<file path="src/rtl/mult_leak_pkg.sv">
// Shared types and default sizing for the two-copy multiplier timing-leak sequencer.
package mult_leak_pkg;

  typedef enum logic [1:0] {
    IDLE   = 2'd0,
    LAUNCH = 2'd1,
    RUN    = 2'd2,
    REPORT = 2'd3
  } state_t;

  localparam int DEF_WIDTH   = 32;
  localparam int DEF_CNT_W   = 16;
  localparam int DEF_TIMEOUT = 1024;

endpackage

</file>
<file path="src/rtl/mult_done_capture.sv">
// Per-copy done tracker: rising-edge detect, sticky first-edge flag and captured cycle count.
module mult_done_capture #(
  parameter int CNT_W = 16
) (
  input  logic             clk,
  input  logic             rst,
  input  logic             clear,
  input  logic             run,
  input  logic             done,
  input  logic [CNT_W-1:0] count,
  output logic             captured_next,
  output logic [CNT_W-1:0] cycles_next
);

  logic             done_q;
  logic             captured;
  logic [CNT_W-1:0] cycles;
  logic             hit;

  // done_q tracks every cycle so a level carried over from a previous run never looks like an edge
  assign hit           = run & done & ~done_q & ~captured;
  assign captured_next = captured | hit;
  assign cycles_next   = hit ? count : cycles;

  always_ff @(posedge clk or posedge rst) begin
    if (rst) begin
      done_q   <= 1'b0;
      captured <= 1'b0;
      cycles   <= '0;
    end else begin
      done_q <= done;
      if (clear) begin
        captured <= 1'b0;
        cycles   <= '0;
      end else begin
        captured <= captured_next;
        cycles   <= cycles_next;
      end
    end
  end

endmodule

</file>
<file path="src/rtl/mult_leak_sequencer.sv">
// Launches two multiplier copies with one start pulse, times their done edges and
// reports per-copy latency, the latency difference and a leak/timeout verdict.
module mult_leak_sequencer
  import mult_leak_pkg::*;
#(
  parameter int WIDTH   = DEF_WIDTH,
  parameter int CNT_W   = DEF_CNT_W,
  parameter int TIMEOUT = DEF_TIMEOUT
) (
  input  logic             clk,
  input  logic             rst,
  input  logic             req_valid,
  output logic             req_ready,
  input  logic [WIDTH-1:0] op_a1,
  input  logic [WIDTH-1:0] op_b1,
  input  logic [WIDTH-1:0] op_a2,
  input  logic [WIDTH-1:0] op_b2,
  output logic             mult_start,
  output logic [WIDTH-1:0] mult_a1,
  output logic [WIDTH-1:0] mult_b1,
  output logic [WIDTH-1:0] mult_a2,
  output logic [WIDTH-1:0] mult_b2,
  input  logic             done_one,
  input  logic             done_two,
  output logic             res_valid,
  input  logic             res_ready,
  output logic [CNT_W-1:0] cycles_one,
  output logic [CNT_W-1:0] cycles_two,
  output logic [CNT_W-1:0] delta,
  output logic             leak,
  output logic             timeout,
  output logic             busy
);

  localparam logic [CNT_W-1:0] TIMEOUT_C = CNT_W'(TIMEOUT);

  function automatic logic [CNT_W-1:0] sat_inc(input logic [CNT_W-1:0] v);
    return (&v) ? v : v + 1'b1;
  endfunction

  function automatic logic [CNT_W-1:0] abs_diff(input logic [CNT_W-1:0] x,
                                                input logic [CNT_W-1:0] y);
    return (x > y) ? x - y : y - x;
  endfunction

  state_t           state;
  logic [CNT_W-1:0] cnt_q;
  logic [CNT_W-1:0] run_cnt;
  logic             cap1_n, cap2_n;
  logic [CNT_W-1:0] cyc1_n, cyc2_n;
  logic [CNT_W-1:0] v1, v2;
  logic             at_limit;
  logic             finish_run;

  assign req_ready = (state == IDLE);
  assign busy      = (state != IDLE);

  // run_cnt is the index of the current RUN cycle (first RUN cycle reads 1)
  assign run_cnt    = sat_inc(cnt_q);
  assign at_limit   = (run_cnt == TIMEOUT_C);
  assign finish_run = (cap1_n & cap2_n) | at_limit;

  assign v1 = cap1_n ? cyc1_n : TIMEOUT_C;
  assign v2 = cap2_n ? cyc2_n : TIMEOUT_C;

  mult_done_capture #(.CNT_W(CNT_W)) u_cap_one (
    .clk           (clk),
    .rst           (rst),
    .clear         (state == LAUNCH),
    .run           (state == RUN),
    .done          (done_one),
    .count         (run_cnt),
    .captured_next (cap1_n),
    .cycles_next   (cyc1_n)
  );

  mult_done_capture #(.CNT_W(CNT_W)) u_cap_two (
    .clk           (clk),
    .rst           (rst),
    .clear         (state == LAUNCH),
    .run           (state == RUN),
    .done          (done_two),
    .count         (run_cnt),
    .captured_next (cap2_n),
    .cycles_next   (cyc2_n)
  );

  always_ff @(posedge clk or posedge rst) begin
    if (rst) begin
      state      <= IDLE;
      cnt_q      <= '0;
      mult_start <= 1'b0;
      mult_a1    <= '0;
      mult_b1    <= '0;
      mult_a2    <= '0;
      mult_b2    <= '0;
      res_valid  <= 1'b0;
      cycles_one <= '0;
      cycles_two <= '0;
      delta      <= '0;
      leak       <= 1'b0;
      timeout    <= 1'b0;
    end else begin
      mult_start <= 1'b0;
      case (state)
        IDLE: begin
          if (req_valid) begin
            mult_a1    <= op_a1;
            mult_b1    <= op_b1;
            mult_a2    <= op_a2;
            mult_b2    <= op_b2;
            mult_start <= 1'b1;
            state      <= LAUNCH;
          end
        end
        LAUNCH: begin
          cnt_q <= '0;
          state <= RUN;
        end
        RUN: begin
          cnt_q <= run_cnt;
          // results load from the capture next-values so an edge in the final cycle counts
          if (finish_run) begin
            cycles_one <= v1;
            cycles_two <= v2;
            delta      <= abs_diff(v1, v2);
            leak       <= (v1 != v2) | (cap1_n ^ cap2_n);
            timeout    <= ~(cap1_n & cap2_n);
            res_valid  <= 1'b1;
            state      <= REPORT;
          end
        end
        REPORT: begin
          if (res_ready) begin
            res_valid <= 1'b0;
            state     <= IDLE;
          end
        end
        default: state <= IDLE;
      endcase
    end
  end

endmodule

</file>
<file path="config.mk">
export PLATFORM = sky130hd
export DESIGN_NAME = mult_leak_sequencer
export DESIGN_NICKNAME = d
export VERILOG_FILES = /design/src/rtl/mult_leak_pkg.sv /design/src/rtl/mult_done_capture.sv /design/src/rtl/mult_leak_sequencer.sv
export SDC_FILE = /design/constraint.sdc
export NUM_CORES = 1
export LEC_CHECK = 0
export ABC_CLOCK_PERIOD_IN_PS = 7700
export BUFFER_PORTS_ARGS = -buffer_cell sky130_fd_sc_hd__buf_2
export CAP_MARGIN = 20
export CORE_ASPECT_RATIO = 2
export CORE_MARGIN = 5
export CORE_UTILIZATION = 40
export CTS_CLUSTER_SIZE = 28
export DETAILED_ROUTE_END_ITERATION = 8
export PLACE_DENSITY = 0.7
export SYNTH_ARGS = -nofsm -noshare
export SYNTH_HDL_FRONTEND = slang
export SYNTH_SLANG_ARGS = --single-unit
export TNS_END_PERCENT = 1
</file>
<file path="constraint.sdc">
create_clock -name clk -period 7.7 [get_ports clk]
set_input_delay 1.54 -clock clk [delete_from_list [all_inputs] [get_ports clk]]
set_output_delay 1.54 -clock clk [all_outputs]
set_load 0.05 [all_outputs]
</file>
* Word-level counts from Yosys, hierarchy flattened *
Index checks and enable logic that the tools add are counted.

operators by class
  equal/unequal tests = 8
  multiplexer cells = 20
  bitwise gates (word level) = 17
  shift operators = 0
  multipliers = 0
  $add $sub $neg = 3
  reduce and logical (&&, ||, !) cells = 9
  $lt $le $gt $ge = 1
  divide/modulo/power cells = 0

operators by type and width
  cell                                                                number
  16-bit two-way mux                                                  8
  16-bit case mux with 2 select lines                                 1
  16-bit subtractor                                                   2
  16-bit by 1-bit adder with 16-bit output (second input constant)    1
  16-bit by 11-bit == test with 1-bit output (second input constant)  1
  16-bit greater-than comparator                                      1
  16-bit inequality test                                              1
  16-bit AND reduction                                                1
  2-bit case mux with 4 select lines                                  1
  1-bit bitwise AND                                                   7
  1-bit two-way mux                                                   6
  2-bit two-way mux                                                   3
  2-bit inequality test (second input constant)                       3
  3-bit AND reduction                                                 2
  2-bit nonzero test                                                  3
  1-bit inverter                                                      5
  2-bit == test (second input constant)                               2
  1-bit OR                                                            4
  2-bit AND reduction                                                 2
  2-bit by 1-bit == test with 1-bit output (second input constant)    1
  2-bit logical NOT                                                   1
  1-bit case mux with 2 select lines                                  1
  1-bit XOR                                                           1

word-level totals
  memories = 0
  output and inout port bits = 182
  bits in latches = 0
  input bits = 134
  logic and storage cells = 77
  register bits after elaboration = 234
  bits in read-only memories = 0
  bits in writable memories = 0

* Longest topological paths before layout *
Gate-level depths: netlist (run 1).

  depth after elaboration = 9
  depth in mapped cells = 22
  gate-level depth less buffers = 18

* Cells and area by module *
From an unflattened synthesis (run 1), not the netlist that was laid out.

second synthesis, totals
  cell total of the unflattened synthesis = 1076
  area total of the unflattened synthesis = 12044.1 um^2

by module, submodules not included
  module               cells each  area an instance (um^2)  instances  sequential area each (um^2)
  mult_leak_sequencer  886         9736.8                   1          4954.8
  mult_done_capture    95          1153.6                   2          450.4

* Least setup slack after synthesis (run 1) *
OpenSTA, ideal clock, no wires.

  path type = input to register
  from = input done_one
  to = register delta[15]
  setup time = 132 ps
  path buffers = 5
  cell stages on the path = 19
  required time = 7568 ps
  setup slack = 2926 ps
  arrival = 4642 ps
  cells stage by stage = nand2_1 > or3_1 > clkbuf_1 > buf_1 > nor2_1 > a21oi_1 > nor2_1 > inv_1 > ha_1 > clkbuf_1 > nand2_1 > nor3_1 > a21oi_1 > o31ai_1 > buf_4 > buf_6 > mux2i_1 > xor2_1 > o21ai_1

on the way
  longest elaborated chain between the ends = 7
  elaborated cells on any way between the ends = 13
  those cells by class = 2 x add/sub; 1 x order compare; 3 x mux; 6 x bitwise; 1 x reduce/logical

ends and longest elaborated chain
  what                                                                        line                                              text
  from (decl)                                                                 mult_leak_sequencer.sv:23                         input logic done_one,
  1-bit bitwise AND (*) (3 in a row)                                          mult_done_capture.sv:21                           assign hit = run & done & ~done_q & ~captured;
  16-bit two-way mux / 1-bit OR (equally long branches)                       mult_done_capture.sv:23, mult_done_capture.sv:22
  16-bit two-way mux (*)                                                      mult_leak_sequencer.sv:63                         assign v1 = cap1_n ? cyc1_n : TIMEOUT_C;
  net v1[13]                                                                  mult_leak_sequencer.sv:51                         logic [CNT_W-1:0] v1, v2;
  16-bit subtractor / 16-bit greater-than comparator (equally long branches)  mult_leak_sequencer.sv:43                         return (x > y) ? x - y : y - x;
  16-bit two-way mux (*)                                                      mult_leak_sequencer.sv:43
  to (signal assigned)                                                        mult_leak_sequencer.sv:126                        delta <= abs_diff(v1, v2);
  to (decl)                                                                   mult_leak_sequencer.sv:29                         output logic [CNT_W-1:0] delta,

Mark *: on every way through the listed nets, which the timed path passes. The rest lies on a longest branch.
A chain may end at the register's enable or synchronous reset.

* Worst setup path in the final report (run 1) *
  from = input done_one
  to = register delta[9]

Same word-level chain as after synthesis.

==> qor.txt, run 1 <==
synthesized area per cell -> 10.9 um2
Die Y -> 247 um
post-detailed-routing wire length -> 34500 um
WS Path Type -> in2reg
global-route wire length before repair -> 52100 um
outcome -> finished, final reports clean
FF-to-FF Start -> state[0]$_DFFE_PP0P_
top cell type's share of synthesized area -> 52.3%
Crit path depth -> 17
initial antenna violation count -> 11
worst-case vdd ir drop -> 0.275 mV
P_leak -> 6.66 nW
Synth cell types -> 65
R2R depth -> 19
syn nets -> 1205
Routed WL per cell -> 20.3 um
global route overflow -> 0
slowest stage delay, CP -> 0.74 ns
slowest CP cell -> or3_1
fin crit period -> 5.28 ns
Worst Path Arrival -> 5.64 ns
Critical Path Sink -> delta[9]$_DFFE_PP0P_
max cap viols -> 0
RD Place Congestion -> 0.992
FFs w/ async S/R, synth -> 100%
Crit Path Max Fanout -> 31
GRT Util Overall -> 21.2%
critical path data required time -> 8.06 ns
area of the multi-input gates -> 0.00485 mm2
number of vias per cell -> 5.21
Synth Flop Type -> dfrtp_1
post-layout power -> 6.36 mW
CTS clk-pin slew, worst paths -> 0.06 ns
number of synthesized flops with an enable pin -> 0
Fin Setup TNS -> 0 ns
layout cells sized above 1 -> 38.8%
Switch Pwr -> 3.08 mW
H-tree levels -> 1
commonest non-fill, non-tap cell in the layout -> buf_2
Seq pwr share -> 29.2%
core area -> 0.0277 mm2
fin nets -> 1498
Hold Violations, Final -> 0
clock buffer depth -> 3
RSZ-0062 raised after global routing -> false
Final Cycle Share -> 68.6%
Worst Max-Slew Pin Slew -> 1.09 ns
worst r2r dst -> delta[9]$_DFFE_PP0P_
post-layout worst setup margin -> 2.42 ns
Root Driver -> clkbuf_16
CTS Hold Bufs -> 0
Fillers -> 2487
family with the most delay on the worst path -> simple AND/OR/NAND/NOR gates
Sw Ratio -> 48.4%
mapped cell area -> 0.0112 mm2
final clock skew -> 0.00967 ns
Comb power frac -> 51.6%
dpl hpwl -> 27000 um
power density cells -> 459 mW/mm2
Detailed Route Iter0 Violations -> 336
I/O Pins -> 316
CP cell instances -> buf_2 -> nand2_1 -> or3_1 -> nor2_1 -> a21oi_1 -> nor2_1 -> inv_1 -> ha_1 -> nand4_1 -> nor3_1 -> a21oi_1 -> o31ai_2 -> buf_4 -> mux2i_1 -> a31oi_1 -> xor2_1 -> o21ai_1
largest net degree at the start of global routing -> 172
die area -> 0.0317 mm2
post-route core utilization -> 50.1%
DRT antenna net count -> 0
DRC -> 0
CTS tree -> built
Crit. Startpoint -> done_one
Area contributors post-synth -> dfrtp_1, mux2_2, ha_1, nor2_1, nand2_1
synthesis-to-finish area growth -> 23.7%
Final Max Slew Viols -> 0
leading area contributor after synthesis -> dfrtp_1
setup slack at placement -> 1.90 ns
Yosys Warn Count -> 0
vias in the first global route -> 9270
FP Rows -> 86
CP Capture Type -> register
Hold Crit Class -> reg2reg
Starting Density -> 40.5%
CTS Buf Count -> 22
Synth Instances -> 1031
DR pass1 iterations -> 5
Buf/Inv on CP -> 3
Max Freq -> 189 MHz
Final setup violation count -> 0
Yosys reg bits -> 234
register area -> 0.00586 mm2
# resized after CTS -> 0
Seq/Total Area, Yosys -> 52.3%
Critical Path Start Type -> input pin
internal power -> 3.28 mW
most frequent cells in the layout -> buf_2, dfrtp_1, mux2_2
clk sinks -> 234
die width -> 128 um
Clock power frac -> 19.2%
Rel. slew slack -> 27.4%
Clock Latency Late Sink -> 0.52 ns
setup bufs post-CTS -> 0
R2R setup slack -> 2.56 ns
IO Port Bufs -> 315
routed vias -> 8839
-- kinds of logic (layout without fill, tap and decap cells) --
logic type | after synthesis | after routing | synth area share, %
flip-flops | 234 | 234 | 52.3
other | 0 | 3 | 0
adder cells (fa/ha/maj) | 40 | 40 | 4.60
AND/OR/NAND/NOR | 269 | 269 | 11.5
XOR/XNOR | 15 | 15 | 1.17
buffers and inverters | 115 | 424 | 4.52
AO/OA/AOI/OAI | 210 | 210 | 11.0
multiplexers | 148 | 148 | 14.9
-- worst min-delay path, stage by stage, from the launching register on --
cell and delay (ns):
dfrtp_1 0.34, nand2_1 0.05, o21ai_1 0.06
-- cell usage after synthesis (5+ instances only) --
library cell and number:
a21o_1 6, o21ai_1 51, o211ai_1 6, mux2_4 5, nor2b_1 8, mux2i_1 13
a21oi_1 58, inv_1 58, o21ai_0 35, xor2_1 8, a211oi_1 5, o22ai_1 14
nor2_1 102, nand3_1 12, nand4_1 8, ha_1 38, nand2_1 86, nor3_1 12
clkbuf_1 37, buf_2 6, buf_6 7, or2_2 7, mux2_2 129, dfrtp_1 234
xnor2_1 7, and2_1 7
-- worst min path at each step --
stage	from	endpoint	slack, ns	cells after the start
detailed placement	delta[0]$_DFFE_PP0P_	delta[0]$_DFFE_PP0P_	0.47	2
global route	delta[0]$_DFFE_PP0P_	delta[0]$_DFFE_PP0P_	0.51	2
floorplan	u_cap_one.cycles[4]$_DFF_PP0_	u_cap_one.cycles[4]$_DFF_PP0_	0.47	2
global placement	delta[0]$_DFFE_PP0P_	delta[0]$_DFFE_PP0P_	0.47	2
CTS	delta[0]$_DFFE_PP0P_	delta[0]$_DFFE_PP0P_	0.49	2
finish	delta[0]$_DFFE_PP0P_	delta[0]$_DFFE_PP0P_	0.48	2
-- metal layers --
metal	GRT usage (%)	vias to the layer above	part of all wire [%]
met5	0	-	0.29
met3	5.79	107	8.4
met2	39.5	356	53
met1	20.2	4213	32
li1	-	4147	-
met4	12.3	16	6.6
-- area by class of cell --
| class | count | share of cell area (%) |
|---|---|---|
| Clock buffer | 28 | 4.43 |
| Tap cell | 352 | 3.18 |
| Timing Repair Buffer | 326 | 12.1 |
| Antenna cell | 3 | 0.0542 |
| Sequential cell | 234 | 42.3 |
| Clock inverter | 12 | 1.43 |
| Multi-Input combinational cell | 682 | 35.0 |
| Inverter | 58 | 1.60 |
-- per-stage QoR --
step / std cells / instance area, um2 / hold slack [ns]
after floorplan: 1031 / 11200 / 0.465
after global placement: 1652 / 13000 / 0.465
after detailed placement: 1652 / 13000 / 0.472
after CTS: 1692 / 13800 / 0.487
after global routing: 1693 / 13900 / 0.509
final: 1695 / 13900 / 0.484
-- power groups by stage --
stage / Combinational [mW] / Clock, mW / Sequential (mW)
floorplan: 1.07 / 0 / 3.25
global placement: 3.27 / 0 / 1.86
detailed placement: 3.30 / 0 / 1.88
CTS: 3.31 / 1.26 / 1.86
global route: 3.45 / 1.30 / 1.91
finish: 3.28 / 1.22 / 1.86
-- state kept, by name, summed over array words and instances, names as in the netlist, 32 cells and up --
register,cells
mult_a1,32
mult_a2,32
mult_b1,32
mult_b2,32
(Power assumes the default switching activity.)
==> inputs of run 2 (changes only) <==
ABC_CLOCK_PERIOD_IN_PS = 4500   (was 7700)
clock period = 4.5 ns   (was 7.7 ns; I/O delays follow)
==> run 2 against run 1 <==
Net effect:
- sequential power grew 70%
- combinational power grew 79%
- critical endpoint unchanged
- sequential cell count is the same
- cell area grew 3.1%
- utilization grew 1.6 points
- non-clock buffer count grew 51
- wire length grew 2.6%
- highest routed layer unchanged
- critical path depth shrank 1
==> qor.txt, run 2 (synthesis gave the netlist of run 1 again) <==
synthesis-to-finish area growth -> 27.6%
I/O Pins -> 316
slowest stage delay, CP -> 0.45 ns
core area -> 0.0277 mm2
vias in the first global route -> 9509
clock buffer depth -> 3
Final setup violation count -> 0
IO Port Bufs -> 315
top layer in use -> met5
RSZ-0062 raised after global routing -> true
fin nets -> 1549
non-filler cells, final -> 1747
post-detailed-routing wire length -> 35400 um
most frequent cells in the layout -> buf_2, dfrtp_1, mux2_2
global route overflow -> 0
P_leak -> 6.89 nW
Final Cycle Share -> 95.4%
critical path data required time -> 4.93 ns
H-tree levels -> 1
Starting Density -> 40.5%
CTS tree -> built
global-route wire length before repair -> 53200 um
power density cells -> 768 mW/mm2
initial antenna violation count -> 9
outcome -> finished, final reports clean
dpl hpwl -> 28100 um
met2 WL post-DR -> 18800 um
CP Capture Type -> register
FF-to-FF Start -> cnt_q[1]$_DFFE_PP0P_
DRT antenna net count -> 0
post-route core utilization -> 51.7%
Detailed Route Iter0 Violations -> 314
Routed WL per cell -> 20.3 um
Clock Latency Late Sink -> 0.52 ns
clk sinks -> 234
Final Max Slew Viols -> 0
cell area after layout -> 0.0143 mm2
Placement Cell Area -> 0.0134 mm2
Rel. slew slack -> 51.7%
GRT Util Overall -> 21.6%
worst-case vdd ir drop -> 0.413 mV
RD Place Congestion -> 1.03
Crit Path Max Fanout -> 12
Die Y -> 247 um
Crit. Startpoint -> cnt_q[1]$_DFFE_PP0P_
FP Rows -> 86
most used cell, CP -> o21ai_1
commonest non-fill, non-tap cell in the layout -> buf_2
met1 wire length -> 11200 um
Max Freq -> 233 MHz
Worst Max-Slew Pin Slew -> 0.724 ns
layout cells sized above 1 -> 42.2%
Hold Crit Class -> in2async
max cap viols -> 0
DRC -> 0
final clock skew -> 0.00998 ns
slowest CP cell -> dfrtp_2
post-layout power -> 11.0 mW
DR pass1 iterations -> 4
Worst Path Arrival -> 4.73 ns
met3 wire len -> 2830 um
fin crit period -> 4.29 ns
die area -> 0.0317 mm2
CP cell instances -> nand3_2 -> nor4_4 -> a41oi_1 -> or2_2 -> o21ai_1 -> nand2_1 -> ha_1 -> a21oi_1 -> o21ai_0 -> or3_1 -> o31ai_2 -> buf_6 -> mux2i_1 -> a31oi_1 -> xor2_1 -> o21ai_1
CTS Buf Count -> 22
die width -> 128 um
Root Driver -> clkbuf_16
placed insts -> 1699
WS Path Type -> reg2reg
routed vias -> 8952
Hold Violations, Final -> 0
largest net degree at the start of global routing -> 87
Critical Path Start Type -> register
CTS clk-pin slew, worst paths -> 0.07 ns
number of vias per cell -> 5.12
==> run 2: path summary, 6_finish.rpt <==
| check | to | slack [ns] | cells past startpoint |
|---|---|---|---|
| min | cycles_one[13]$_DFFE_PP0P_ | 0.48 | 2 |
| max reg2reg | delta[9]$_DFFE_PP0P_ | 0.21 | 16 |
| min reg2reg | cycles_one[8]$_DFFE_PP0P_ | 0.48 | 2 |
| min in group clk | cycles_one[8]$_DFFE_PP0P_ | 0.48 | 2 |
| max | delta[9]$_DFFE_PP0P_ | 0.21 | 16 |
| max in group asynchronous | mult_b1[7]$_DFFE_PP0P_ | 2.81 | 4 |
==> run 2: cell type report <==
| type | count | area (um2) |
|---|---|---|
| well taps | 352 | 440 |
| clock inverters | 15 | 155 |
| clock buffers | 25 | 593 |
| inverters | 58 | 221 |
| repair buffers | 377 | 2100 |
| flip-flops and latches | 234 | 5860 |
| fillers | 2473 | 13400 |
| multi-input cells | 682 | 4910 |
| diodes | 4 | 10.0 |
==> run 2: what timing repair did <==
item	CTS	global route
endpoints found under the setup margin	0	15
setup buffers	0	4
hold buffers	0	0
resized for setup	0	22
==> run 2: power by group <==
group / total [mW] / internal (mW) / switching [mW] / leakage, nW
sequential: 3.16 / 2.82 / 0.347 / 2.96
clock: 1.94 / 1.08 / 0.855 / 0.362
combinational: 5.87 / 1.69 / 4.18 / 3.57
==> run 2: stage by stage <==
stage / TNS (ns) / hold slack, ns / setup slack (ns)
floorplan: 0 / 0.465 / 0.366
global placement: 0 / 0.464 / 0.0479
detailed placement: 0 / 0.470 / 0.0377
CTS: 0 / 0.471 / 0.0408
global route: -0.0565 / 0.480 / -0.0565
finish: 0 / 0.475 / 0.208
==> run 2: layer usage <==
layer	track usage (%)	up-vias
met5	0	-
met4	13.5	10
met3	5.56	116
met2	40.3	360
met1	20.5	4206
li1	-	4260
==> run 2: critical path: cells and delay by family, from the launching register on <==
kind            cells  cell delay, ns
buf+inv             1            0.21
compound gates      7            1.31
xor+xnor            1            0.17
simple gates        5            1.51
fa+ha+maj           1            0.34
flops               1            0.45
mux                 1            0.24
